--- config.mk ---
export PLATFORM = sky130hd
export DESIGN_NAME = rv32_wb_mux
export DESIGN_NICKNAME = d
export VERILOG_FILES = /design/src/rtl/rv32_pkg.sv /design/src/rtl/rv32_wb_mux.sv
export SDC_FILE = /design/constraint.sdc
export NUM_CORES = 1
export LEC_CHECK = 0
export CORE_ASPECT_RATIO = 1.2
export CORE_MARGIN = 2
export CORE_UTILIZATION = 37
export CTS_CLUSTER_DIAMETER = 50
export DETAILED_ROUTE_END_ITERATION = 6
export GPL_TIMING_DRIVEN = 1
export PLACE_DENSITY = 0.88
export SLEW_MARGIN = 10
export SYNTH_ARGS = -nofsm -noshare
export SYNTH_HDL_FRONTEND = slang
export SYNTH_SLANG_ARGS = --single-unit
--- constraint.sdc ---
create_clock -name clk -period 3.4 [get_ports clk]
set_input_delay 0.68 -clock clk [delete_from_list [all_inputs] [get_ports clk]]
set_output_delay 0.68 -clock clk [all_outputs]
set_load 0.05 [all_outputs]
--- src/rtl/rv32_pkg.sv ---
`default_nettype none
// ============================================================================
// Module      : rv32_pkg
// Description : Shared RV32I core definitions: write-back source selector
//               width and encodings. The control decoder and rv32_wb_mux
//               both import this package.
// Revision    : 1.0 - initial release
// ============================================================================
package rv32_pkg;

  // Width of the write-back source selector.
  localparam int WB_SEL_W = 3;

  // Write-back source encodings. Codes 3'b101..3'b111 are undefined.
  typedef enum logic [WB_SEL_W-1:0] {
    WB_ALU   = 3'b000,
    WB_MEM   = 3'b001,
    WB_PC4   = 3'b010,
    WB_LUI   = 3'b011,
    WB_AUIPC = 3'b100
  } wb_sel_e;

  // True only for the five defined selector codes. X/Z bits never match,
  // so an unknown selector is reported as not legal.
  function automatic logic wb_sel_is_legal(input logic [WB_SEL_W-1:0] sel);
    logic legal;
    legal = 1'b0;
    case (sel)
      WB_ALU, WB_MEM, WB_PC4, WB_LUI, WB_AUIPC: legal = 1'b1;
      default:                                  legal = 1'b0;
    endcase
    return legal;
  endfunction

endpackage : rv32_pkg
`default_nettype wire

--- src/rtl/rv32_wb_mux.sv ---
`default_nettype none
// ============================================================================
// Module      : rv32_wb_mux
// Description : Write-back source selector for the RV32I single-cycle core.
//               Combinationally picks one of five candidates for the
//               register-file write port, and keeps a registered copy of the
//               retired value plus a sticky illegal-selector flag for
//               trace/debug.
// Revision    : 1.0 - initial release
// ============================================================================
module rv32_wb_mux
  import rv32_pkg::*;
#(
  parameter int XLEN = 32
) (
  input  logic                clk,
  input  logic                rst_n,
  input  logic [WB_SEL_W-1:0] wb_sel,
  input  logic [XLEN-1:0]     alu_result,
  input  logic [XLEN-1:0]     mem_data,
  input  logic [XLEN-1:0]     pc_plus4,
  input  logic [XLEN-1:0]     u_imm,
  input  logic [XLEN-1:0]     pc_plus_imm,
  input  logic                wb_valid,
  input  logic                illegal_clr,
  output logic [XLEN-1:0]     wb_data,
  output logic                sel_illegal,
  output logic [XLEN-1:0]     wb_data_q,
  output logic                wb_valid_q,
  output logic                illegal_seen
);

  // Source selection; undefined or unknown codes fall to the zero default so
  // no X reaches the register file.
  always_comb begin
    wb_data = '0;
    case (wb_sel)
      WB_ALU:   wb_data = alu_result;
      WB_MEM:   wb_data = mem_data;
      WB_PC4:   wb_data = pc_plus4;
      WB_LUI:   wb_data = u_imm;
      WB_AUIPC: wb_data = pc_plus_imm;
      default:  wb_data = '0;
    endcase
  end

  // Illegal-code flag, independent of wb_valid.
  always_comb begin
    sel_illegal = ~wb_sel_is_legal(wb_sel);
  end

  // Trace stage: capture retired data, track valid, and hold a sticky
  // illegal flag where a same-cycle clear beats a new illegal event.
  always_ff @(posedge clk or negedge rst_n) begin
    if (!rst_n) begin
      wb_data_q    <= '0;
      wb_valid_q   <= 1'b0;
      illegal_seen <= 1'b0;
    end else begin
      wb_valid_q <= wb_valid;
      if (wb_valid) begin
        wb_data_q <= wb_data;
      end
      if (illegal_clr) begin
        illegal_seen <= 1'b0;
      end else if (wb_valid && sel_illegal) begin
        illegal_seen <= 1'b1;
      end
    end
  end

endmodule : rv32_wb_mux
`default_nettype wire

==> impl_metrics.ini <==
[routing]
dr.pass1.iters = 4
vias = 3530
viasPerCell = 5.54
drc = 0
drtIter0Drc = 130
ant_nets = 0
routed_wl_mm = 11.5
wire_per_inst_um = 18.1

[finish]
nets = 709
fill_cells = 580
antenna_cells = 0
drive_gt1_frac = 0.192
stdcell_area_um2 = 5660
syn_to_final_growth_pct = 87.2

[yosys]
synth_xor_area_frac = 0
synth_area_leaders = dfrtp_1, nand3b_1, mux2_2
synthSimpleGateAreaFrac = 0.251
synth_top_family_by_area = compound AO/OA/AOI/OAI gates
syn-cell-area_um2 = 3020
synthAdderAreaFrac = 0
synth_top_area_share = 0.282
synth_most_common_cell = nand3b_1
synthCells = 331
synth_common_cells = nand3b_1, dfrtp_1, nor2_1
post_synth_num_cell_types = 22
synth_warnings = 0
synth_compound_area_frac = 0.266
ys_ff_latch = 34
yosysSeqAreaShare = 0.282
ys_async_sr_fraction = 1.00
syn_avg_cell_area_um2 = 9.13
synth_top_cell_by_area = dfrtp_1
synthMuxAreaShare = 0.120
synth_edf_count = 0
yosys_most_used_dff = dfrtp_1
synth_nets = 498

[sta]
relSlewSlack = 0.228
finalCritPeriodShare = 0.811
grt_setup_unrepaired = no
fmax_mhz = 363
setup_viol = 0
final.setup.tns_ns = 0
final_max_slew_viol_count = 0
hold_viol = 0
fin_skew_ns = 0
max_slew.worst_pin.slew_ns = 1.16
min_period_ns = 2.76

[cts]
cts_tree = yes
clockBufferDepth = 2
cts.root.buffer_cell = clkbuf_8
insertion_delay_ns = 0.28
cts.sinks = 34
postCtsHoldBufs = 0
clk_pin_slew_ns = 0.07
cts_setup_buffers = 0
cts-buffers-inserted = 5
cts_htree_levels = 2
cts_resized = 0

[floorplan]
chipWidth_um = 86.5
ios = 234
core_um2 = 8020
row_count = 36
die_h_um = 103
start_util = 0.377
die_area_um2 = 8910

[critical_path]
crit_buf_inv = 3
timing.rr.start = wb_data_q[28]$_DFFE_PN0P_
critPathTopFamily = buffers and inverters
rrSetupSlack_ns = 2.65
worst_ep_arrival_time_ns = 2.08
crit_fanout = 98
rr_endpoint = wb_data_q[28]$_DFFE_PN0P_
slowest_stage = mux2_2
slowest_delay_ns = 0.39
critPathRequiredTime_ns = 2.72
cp-start-kind = input pin
crit_top_cell = buf_12
crit_chain = buf_2 > buf_12 > mux2_2 > a22oi_1 > nand2_1 > buf_12
end_kind = output port
crit_type = in -> out
worstRegToRegCells = 2

[pwr]
p_per_area_nw_per_um2 = 315
vdd_drop_max_uv = 154
power_leakage_nw = 2.23

[flow_run]
drv_cap = 0

[global_routing]
track_usage = 0.249
gr-total-overflow = 0
grt_pass1_vias = 3597
grt_first_pass_wirelength_mm = 17.7
antenna_found_initial = 0
grt_max_degree = 99

[placement]
placed_area_um2 = 5580
gp_congestion = 0.834
dpl.hpwl_mm = 8.54
portBuffers = 233

[min_path]
hold_class = in -> async

[outcome]
outcome = finished clean
## state kept, by name, summed over array words and instances (netlist names)
signal	flops
wb_valid_q	1
wb_data_q	32
illegal_seen	1
## placed cells by master, fill, tap and decap left out
cell type,Yosys,layout
a22oi_2,22,22
mux2i_1,1,1
nand2_1,32,32
a31oi_1,32,32
clkbuf_1,15,2
buf_12,0,33
nor3_4,1,1
clkdlybuf4s50_1,0,195
and2b_4,1,1
nand4b_1,1,1
dfrtp_1,34,34
a21oi_1,1,1
clkbuf_8,0,5
a22oi_1,9,9
buf_4,7,6
o21a_1,1,1
o31a_1,1,1
nand3b_1,64,64
mux2_2,30,30
mux2_4,1,1
nor2_1,33,33
a21o_1,32,32
buf_2,1,5
## worst max-delay path by stage
stage / start / endpoint / slack [ns] / depth (start not counted)
finish: wb_sel[0] / wb_data[4] / 0.64 / 6
floorplan: wb_sel[0] / wb_data[10] / 0.98 / 5
global placement: wb_sel[0] / wb_data[27] / 0.73 / 6
global route: wb_sel[0] / wb_data[10] / 0.56 / 7
CTS: wb_sel[0] / wb_data[10] / 0.68 / 6
detailed placement: wb_sel[0] / wb_data[4] / 0.68 / 6
## layout make-up
class	count	area, um2	area share
Timing Repair Buffer	239	2680	0.474
Multi-Input combinational cell	262	1930	0.341
Sequential cell	34	851	0.150
Tap cell	95	119	0.0210
Clock buffer	7	76.3	0.0135
## where the power goes
group	switching [W]	total [W]	internal [W]
clock network	0.000144	0.000285	0.000141
registers	0.0000245	0.000474	0.000450
logic	0.000536	0.00102	0.000486
total	0.000705	0.00178	0.00108
## through the flow
step / instances / hold WS, ns / setup WS [ns] / power (W) / utilization
finish: 637 / 0.503 / 0.642 / 0.00178 / 0.705
global route: 637 / 0.564 / 0.561 / 0.00186 / 0.705
CTS: 637 / 0.523 / 0.682 / 0.00180 / 0.705
detailed placement: 630 / 0.523 / 0.683 / 0.00150 / 0.696
global placement: 630 / 0.483 / 0.732 / 0.00149 / 0.696
floorplan: 331 / 0.384 / 0.976 / 0.00100 / -
## logic make-up (layout without fill, tap and decap cells)
| logic type | Yosys count | in the layout |
|---|---|---|
| mux | 32 | 32 |
| buf+inv | 35 | 246 |
| flops | 34 | 34 |
| compound gates | 98 | 98 |
| simple gates | 132 | 132 |
## layer usage
metal | part of all wire | global-route usage | routed length, um
met1 | 0.37 | 0.273 | 4300
met2 | 0.53 | 0.473 | 6120
met3 | 0.067 | 0.0544 | 774
met4 | 0.027 | 0.0781 | 315
met5 | 0 | 0 | 0
No activity file was read; power rests on OpenSTA's default activity.
